[src/rtl/keep_one_in_n_unzip_if.sv]
// AXI-Stream style bundle used on both sides of keep_one_in_n_unzip.
//   tdata  : payload word
//   tlast  : last beat of the packet
//   tvalid : source has a beat
//   tready : sink accepts the beat
// master drives data/last/valid and reads ready; slave is the mirror.
interface keep_one_in_n_unzip_if #(
  parameter int WIDTH = 32
);
  logic [WIDTH-1:0] tdata;
  logic             tlast;
  logic             tvalid;
  logic             tready;

  modport master (output tdata, output tlast, output tvalid, input tready);
  modport slave  (input tdata, input tlast, input tvalid, output tready);
endinterface

[src/rtl/keep_one_in_n_unzip.sv]
// keep_one_in_n_unzip
// Receive-side 1:4 symbol unpacker for the QPSK chain. Each accepted 32-bit
// word holds four 8-bit symbols (symbol 0 in the top byte); each symbol is a
// signed 4-bit I nibble over a signed 4-bit Q nibble. One output sample is
// produced per symbol: sign-extended, shifted up by SCALE_SHIFT, packed as
// {I16, Q16}.
// Ports:
//   clk     : block clock
//   reset_n : asynchronous active-low reset
//   i_bus   : packed input stream (slave)  -- tdata/tlast/tvalid in, tready out
//   o_bus   : unpacked sample stream (master) -- tdata/tlast/tvalid out, tready in
module keep_one_in_n_unzip #(
  parameter int WIDTH       = 32,
  parameter int SYM_WIDTH   = 8,
  parameter int SCALE_SHIFT = 12
) (
  input  logic                  clk,
  input  logic                  reset_n,
  keep_one_in_n_unzip_if.slave  i_bus,
  keep_one_in_n_unzip_if.master o_bus
);

  localparam int SYMS = WIDTH / SYM_WIDTH;
  localparam int HALF = SYM_WIDTH / 2;

  typedef enum logic {EMPTY, DRAIN} state_t;

  state_t               state, state_nxt;
  logic [WIDTH-1:0]     hold;
  logic                 held_last;
  logic [1:0]           idx;
  logic                 ready;
  logic                 in_hs;
  logic                 out_hs;
  logic                 last_sym;
  logic [SYM_WIDTH-1:0] syms [SYMS];
  logic [SYM_WIDTH-1:0] sym;
  logic signed [15:0]   i_ext;
  logic signed [15:0]   q_ext;

  assign last_sym = (idx == 2'd3);
  assign out_hs   = (state == DRAIN) & o_bus.tready;
  assign in_hs    = i_bus.tvalid & ready;

  // State register
  always_ff @(posedge clk or negedge reset_n) begin
    if (!reset_n) state <= EMPTY;
    else          state <= state_nxt;
  end

  // Next-state logic
  always_comb begin
    state_nxt = state;
    case (state)
      EMPTY: if (in_hs) state_nxt = DRAIN;
      DRAIN: if (out_hs && last_sym && !in_hs) state_nxt = EMPTY;
      default: state_nxt = EMPTY;
    endcase
  end

  // Output / handshake logic. Ready is also offered while the last symbol
  // leaves, so a new word can load on the same edge (no bubble). Gating with
  // reset_n keeps tready low for the whole reset assertion.
  always_comb begin
    ready        = 1'b0;
    o_bus.tvalid = 1'b0;
    case (state)
      EMPTY: ready = reset_n;
      DRAIN: begin
        o_bus.tvalid = 1'b1;
        ready        = reset_n & last_sym & o_bus.tready;
      end
      default: ready = 1'b0;
    endcase
    i_bus.tready = ready;
  end

  // Hold register and sub-index. A load always wins over an advance: it can
  // only coincide with the output handshake of the last symbol.
  always_ff @(posedge clk or negedge reset_n) begin
    if (!reset_n) begin
      hold      <= '0;
      held_last <= 1'b0;
      idx       <= '0;
    end else if (in_hs) begin
      hold      <= i_bus.tdata;
      held_last <= i_bus.tlast;
      idx       <= '0;
    end else if (out_hs) begin
      idx       <= idx + 2'd1;
    end
  end

  // Symbol select and rescale
  always_comb begin
    for (int unsigned k = 0; k < SYMS; k++)
      syms[k] = hold[WIDTH-1-SYM_WIDTH*k -: SYM_WIDTH];
    sym          = syms[idx];
    i_ext        = 16'(signed'(sym[SYM_WIDTH-1:HALF]));
    q_ext        = 16'(signed'(sym[HALF-1:0]));
    o_bus.tdata  = {i_ext <<< SCALE_SHIFT, q_ext <<< SCALE_SHIFT};
    o_bus.tlast  = held_last & last_sym;
  end

endmodule

[src/flat_wrapper.sv]
// flat-port wrapper written by rule: the top's interface ports become plain ports
module keep_one_in_n_unzip_flat 
#(
  parameter int WIDTH       = 32,
  parameter int SYM_WIDTH   = 8,
  parameter int SCALE_SHIFT = 12
)
  (clk, reset_n, i_bus_tdata, i_bus_tlast, i_bus_tvalid, i_bus_tready, o_bus_tdata, o_bus_tlast, o_bus_tvalid, o_bus_tready);
  keep_one_in_n_unzip_if #(.WIDTH(WIDTH)) i_bus_i ();
  keep_one_in_n_unzip_if #(.WIDTH(WIDTH)) o_bus_i ();
  input  logic clk;
  input  logic reset_n;
  input wire logic [$bits(i_bus_i.tdata)-1:0] i_bus_tdata;
  input wire logic [$bits(i_bus_i.tlast)-1:0] i_bus_tlast;
  input wire logic [$bits(i_bus_i.tvalid)-1:0] i_bus_tvalid;
  output wire logic [$bits(i_bus_i.tready)-1:0] i_bus_tready;
  output wire logic [$bits(o_bus_i.tdata)-1:0] o_bus_tdata;
  output wire logic [$bits(o_bus_i.tlast)-1:0] o_bus_tlast;
  output wire logic [$bits(o_bus_i.tvalid)-1:0] o_bus_tvalid;
  input wire logic [$bits(o_bus_i.tready)-1:0] o_bus_tready;
  assign i_bus_i.tdata = i_bus_tdata;
  assign i_bus_i.tlast = i_bus_tlast;
  assign i_bus_i.tvalid = i_bus_tvalid;
  assign i_bus_tready = i_bus_i.tready;
  assign o_bus_tdata = o_bus_i.tdata;
  assign o_bus_tlast = o_bus_i.tlast;
  assign o_bus_tvalid = o_bus_i.tvalid;
  assign o_bus_i.tready = o_bus_tready;
  keep_one_in_n_unzip #(.WIDTH(WIDTH), .SYM_WIDTH(SYM_WIDTH), .SCALE_SHIFT(SCALE_SHIFT)) u_core (.clk(clk), .reset_n(reset_n), .i_bus(i_bus_i), .o_bus(o_bus_i));
endmodule
[config.mk]
export PLATFORM = sky130hd
export DESIGN_NAME = keep_one_in_n_unzip_flat
export DESIGN_NICKNAME = d
export VERILOG_FILES = /design/src/rtl/keep_one_in_n_unzip_if.sv /design/src/rtl/keep_one_in_n_unzip.sv /design/src/flat_wrapper.sv
export SDC_FILE = /design/constraint.sdc
export NUM_CORES = 1
export LEC_CHECK = 0
export ABC_CLOCK_PERIOD_IN_PS = 1900
export CAP_MARGIN = 25
export CELL_PAD_IN_SITES_DETAIL_PLACEMENT = 0
export CELL_PAD_IN_SITES_GLOBAL_PLACEMENT = 2
export CORE_MARGIN = 1
export CORE_UTILIZATION = 28
export DETAILED_ROUTE_END_ITERATION = 7
export PLACE_DENSITY_LB_ADDON = 0.1
export SETUP_SLACK_MARGIN = 0.2
export SYNTH_ARGS = -nofsm -noshare
export SYNTH_HDL_FRONTEND = slang
export SYNTH_SLANG_ARGS = --single-unit
[constraint.sdc]
create_clock -name clk -period 1.9 [get_ports clk]
set_clock_uncertainty 0.1 [all_clocks]
set_input_delay 0.38 -clock clk [delete_from_list [all_inputs] [get_ports clk]]
set_output_delay 0.38 -clock clk [all_outputs]
set_load 0.005 [all_outputs]
==> results.ini, run 1 <==
[run_status]
status = complete, but fails checks
failed_checks = negative setup slack

[flow_run]
drv_cap = 0

[timing]
period_minus_slack_ns = 2.06
setup_viol_count_final = 12
timing.fmax_mhz = 486
hold-worst-slack_ns = 0.106
fin_ws_ns = -0.159
finalHoldViolCount = 0
drv_slew = 0
post-route-period-util_pct = 108
rsz0062_at_grt = yes
finalSetupTns_ns = -0.920

[placement]
numPortBuffers = 47
place_hpwl_um = 2530
place_congestion = 0.656

[critical_path]
crit_required_ns = 1.42
end_kind = output pin
critPathKind = register to output pin
slowest_delay_ns = 0.50
slowest_stage = mux4_2
cp_max_fo = 3
crit_chain = buf_6 -> buf_6 -> mux4_2 -> buf_2
arrival_ns = 1.58
cp-start-kind = register
crit_path_frequent_cell = buf_6

[route]
dr_total_vias = 1153
dr.pass1.iters = 4
drt-total-wl_um = 4180
wire_per_inst_um = 15.3
viasPerCell = 4.22
first_iter_violations = 28
ant_nets = 0
drc_errors = 0

[clocking]
numCtsBuffers = 5
clockBufferDepth = 2
clkLatencyLatePin_ns = 0.28
htreeDepth = 2
clk_pin_slew_ns = 0.07
cts_tree = yes
cts_root_buf = clkbuf_8
clock_sinks = 36

[final_layout]
fill_cells = 569
synthToLayoutAreaGrowth_pct = 55.1
diodes = 0
drive_above_1_share_pct = 46.5
postLayoutCoreUtil_pct = 45.7
layout.nets = 235

[power]
cellPowerDensity_nw_per_um2 = 1440
p_sw_share_pct = 27.0
seqPwrFrac_pct = 34.5
power.leakage_nw = 1.26
power_frac_comb_pct = 49.0
p_clk_share_pct = 16.5
p_int_mw = 2.90
ir_drop_uv = 675
p_switching_mw = 1.07

[die]
core_area_um2 = 6030
dieArea_um2 = 6670
die_w_um = 81.7
die_height_um = 81.7
rows = 28
ios = 72
start_util_pct = 29.5

[global_route]
gr-total-overflow = 0
grt_pass1_vias = 1143
grt_use_total_pct = 11.9
grt_max_degree = 37
grt_antenna_before_repair = 0
grt_pass1_wl_um = 5670

[synth]
ys_seq_area_share_pct = 50.7
netlist_area_um2 = 1780
syn_inst = 121
syn_avg_cell_area_um2 = 14.7
ys_seq_elements = 36
yosysWarnings = 0
synth_cell_type_count = 17

[min_path]
min_path_type = primary input to asynchronous set/reset pin

[power groups by stage]
stage	sequential, mW	combinational [mW]	clock, mW
after global routing	1.43	2.09	0.716
after floorplan	1.29	0.929	0
after CTS	1.35	1.62	0.681
final	1.37	1.94	0.655
after detailed placement	1.36	1.55	0
after global placement	1.34	1.53	0
[registers in the layout (all words and copies together) (netlist names)]
name,count
u_core.held_last,1
u_core.hold,32
u_core.idx,2
u_core.state,1
[synthesized netlist by cell type]
cell type | n | area, um^2
clkbuf_1 | 1 | 3.75
conb_1 | 1 | 3.75
buf_8 | 3 | 45.0
nand2_1 | 6 | 22.5
ha_1 | 1 | 12.5
nor2_1 | 1 | 3.75
buf_2 | 1 | 5.00
mux2_2 | 31 | 349
a21oi_4 | 1 | 16.3
a21oi_1 | 1 | 5.00
and2_1 | 2 | 12.5
mux4_2 | 8 | 180
nand3_1 | 1 | 5.00
buf_4 | 24 | 180
dfrtp_1 | 36 | 901
xor2_1 | 1 | 8.76
mux2_1 | 2 | 22.5
[logic make-up (layout without fill, tap and decap cells)]
| family | Yosys count | after routing | synth area share (%) |
|---|---|---|---|
| AO/OA/AOI/OAI | 2 | 2 | 1.20 |
| XOR/XNOR | 1 | 1 | 0.493 |
| adder cells (fa/ha/maj) | 1 | 1 | 0.704 |
| AND/OR/NAND/NOR | 10 | 10 | 2.46 |
| flip-flops | 36 | 36 | 50.7 |
| other | 1 | 24 | 0.211 |
| multiplexers | 41 | 41 | 31.1 |
| buffers and inverters | 29 | 83 | 13.2 |
[critical path: cells and delay by family (launching register included)]
kind,cells,cell delay [ns]
buf+inv,3,0.39
flops,1,0.41
mux,1,0.50
[placed cells by master, fill, tap and decap left out, drive strengths merged, types with 2 or more instances in the layout]
cell type / n
nand2: 6
mux4: 8
and2: 2
clkdlybuf4s50: 36
a21oi: 2
clkbuf: 10
conb: 24
mux2: 33
buf: 35
dfrtp: 36
[repair_timing]
item                                   CTS  global route
cloned                                   2             2
endpoints found under the hold margin    0             0
setup endpoints to repair               44            45
pin swaps                                0             2
buffers inserted                        10             3
hold buffers                             0             0
resized for setup                       46            44
[final timing paths]
| check | start | end | slack [ns] | cells past startpoint |
|---|---|---|---|---|
| max | u_core.idx[0] | o_bus_tdata[12] | -0.16 | 4 |
| min | reset_n | u_core.hold[27] | 0.11 | 2 |
| max reg2reg | u_core.idx[0] | u_core.hold[21] | -0.01 | 9 |
| min reg2reg | u_core.hold[13] | u_core.hold[13] | 0.41 | 1 |
| max in group asynchronous | reset_n | u_core.state | 1.23 | 2 |
| min in group clk | reset_n | u_core.state | 0.35 | 3 |
[through the flow]
| step | area [um^2] | power [mW] | setup WS, ns | instances |
|---|---|---|---|---|
| final | 2760 | 3.97 | -0.159 | 273 |
| after floorplan | 1860 | 2.22 | 0.303 | 144 |
| after global placement | 2300 | 2.88 | -0.194 | 248 |
| after global routing | 2760 | 4.24 | -0.229 | 273 |
| after detailed placement | 2300 | 2.92 | -0.222 | 248 |
| after CTS | 2530 | 3.65 | -0.159 | 268 |
[layout make-up]
class                   instances  area (um^2)  share of cell area [%]
flip-flops and latches         36          902                    32.7
well taps                      75         93.8                    3.40
repair buffers                 75          783                    28.4
clock buffers                   6         72.6                    2.63
clock inverters                 2         35.0                    1.27
multi-input cells              79          870                    31.5
[per-layer routing]
| metal | track usage (%) | wire length [um] | vias to the layer above |
|---|---|---|---|
| li1 | - | - | 530 |
| met1 | 14.5 | 1830 | 577 |
| met2 | 19.2 | 2020 | 40 |
| met3 | 4.00 | 268 | 6 |
| met4 | 4.74 | 59 | 0 |
| met5 | 0 | 0 | - |
(Power assumes the default switching activity.)
==> inputs of run 2 (changes only) <==
- PLACE_DENSITY: unset -> 0.84
- PLACE_DENSITY_LB_ADDON: 0.1 -> unset
==> results.ini, run 2 (synthesis gave the netlist of run 1 again) <==
[run_status]
status = complete, but fails checks
failed_checks = negative setup slack

[critical_path]
rrSetupSlack_ns = -0.05  ; -0.04 ns
critPathKind = register to output pin
cp-start-kind = register
end_kind = output pin
slowest_stage = mux4_2
cp.buffers_inverters = 3  ; unchanged
crit_chain = buf_6 -> buf_6 -> mux4_2 -> buf_2
crit_required_ns = 1.42  ; about the same
cp_max_fo = 4  ; +1
crit_path_frequent_cell = buf_6
r2r_cells = 9  ; unchanged
r2r_start = u_core.idx[0]
slowest_delay_ns = 0.47  ; -0.03 ns
critPathTopFamily = multiplexers
timing.rr.end = u_core.hold[30]
arrival_ns = 1.54  ; -0.04 ns

[final_layout]
multi_input_area_um2 = 891  ; +2.4%
postLayoutCoreUtil_pct = 47.6  ; +1.8 points
drive_above_1_share_pct = 50.2  ; +3.8 points
largest_reg_flops = 32  ; unchanged
layout.nets = 241  ; +2.6%
diodes = 0  ; unchanged
final_cell_mix = clkdlybuf4s50_1, dfrtp_1, mux2_4, conb_1, buf_6
fill_cells = 560  ; -1.6%
top_register = u_core.hold
layout_commonest_cell = clkdlybuf4s50_1
regArea_um2 = 902  ; unchanged
reg_top3 = u_core.hold (32), u_core.idx (2)
synthToLayoutAreaGrowth_pct = 61.4

[clocking]
clock_sinks = 36  ; unchanged
clkLatencyLatePin_ns = 0.28  ; about the same
cts_root_buf = clkbuf_8
cts_tree = yes
clockBufferDepth = 2  ; unchanged
clk_pin_slew_ns = 0.07  ; about the same
numCtsBuffers = 5  ; unchanged
htreeDepth = 2  ; unchanged

[global_route]
grt_pass1_vias = 1250  ; +9.4%
gr-total-overflow = 0  ; unchanged
grt_max_degree = 37  ; unchanged
grt_pass1_wl_um = 6240  ; +10%
grt_antenna_before_repair = 0  ; unchanged
grt_use_total_pct = 13.0  ; +1.2 points

[flow_run]
drv_cap = 0  ; unchanged

[min_path]
min_path_type = primary input to asynchronous set/reset pin

[placement]
place_congestion = 0.628  ; -4.3%
numPortBuffers = 47  ; unchanged
place_hpwl_um = 2380  ; -5.7%

[timing]
finalSetupTns_ns = -1.18  ; -0.263 ns
fin_ws_ns = -0.122  ; +0.0365 ns
setup_viol_count_final = 30  ; +18
hold-worst-slack_ns = 0.0976  ; -0.00821 ns
finalHoldViolCount = 0  ; unchanged
rsz0062_at_grt = yes
post-route-period-util_pct = 106  ; -1.9 points
timing.fmax_mhz = 495  ; +1.8%
drv_slew = 0  ; unchanged
period_minus_slack_ns = 2.02  ; -0.0365 ns

[die]
start_util_pct = 29.5  ; unchanged
rows = 28  ; unchanged
ios = 72  ; unchanged
die_height_um = 81.7  ; unchanged
dieArea_um2 = 6670  ; unchanged
core_area_um2 = 6030  ; unchanged
die_w_um = 81.7  ; unchanged

[power]
ir_drop_uv = 480  ; -29%
power.leakage_nw = 1.31  ; +4.0%
total_power_mw = 4.10  ; +3.3%
cellPowerDensity_nw_per_um2 = 1430  ; -0.75%

[route]
drc_errors = 0  ; unchanged
dr_total_vias = 1174  ; +1.8%
first_iter_violations = 36  ; +29%
ant_nets = 0  ; unchanged
wire_per_inst_um = 15.0  ; -2.2%
drt-total-wl_um = 4160  ; -0.36%
viasPerCell = 4.22  ; about the same
dr.pass1.iters = 4  ; unchanged

## run 2: how the worst max path moves through the flow
stage	from	endpoint	depth (start not counted)
3_3_place_gp	o_bus_tready	i_bus_tready	5
3_5_place_dp	o_bus_tready	i_bus_tready	5
4_1_cts	u_core.idx[0]	o_bus_tdata[29]	4
5_1_grt	u_core.idx[0]	o_bus_tdata[14]	4
6_report	u_core.idx[0]	o_bus_tdata[29]	4
2_1_floorplan	u_core.idx[0]	o_bus_tdata[12]	2
## run 2: power by group
group / internal, mW / total, mW / switching [mW]
clock network: 0.323 / 0.584 / 0.261
registers: 1.15 / 1.37 / 0.215
logic: 1.51 / 2.15 / 0.640
total: 2.98 / 4.10 / 1.12
## run 2: per-stage QoR
step	area, um^2	std cells	worst slack (ns)
2_1_floorplan	1860	144	0.303
3_3_place_gp	2300	247	-0.199
3_5_place_dp	2300	247	-0.217
4_1_cts	2800	275	-0.148
5_1_grt	2870	278	-0.188
6_report	2870	278	-0.122
## run 2: area by class of cell
cell class,instances,area share (%)
Clock buffer,7,3.36
Multi-Input combinational cell,79,31.1
Sequential cell,36,31.5
Tap cell,75,3.27
Timing Repair Buffer,81,30.8
## run 2: routing by layer
metal	up-vias	global-route usage, %	routed length [um]
met5	-	0	0
met4	0	5.26	70
met3	6	3.11	236
met2	45	22.5	2080
met1	586	15.6	1780
li1	537	-	-
## run 2: timing repair
action                                  CTS  global route
pin swaps                                 6             1
endpoints found under the setup margin   44            47
hold buffers                              0             0
gates resized for setup                  96            12
cloned                                    4             0
setup buffers                            17             3
## run 2: worst reg2reg max path: cells and delay by family (launching register included)
family	cells	cell delay, ns
buffers and inverters	5	0.64
flip-flops	1	0.40
multiplexers	1	0.30
AO/OA/AOI/OAI	1	0.18
adder cells (fa/ha/maj)	1	0.15
AND/OR/NAND/NOR	1	0.06
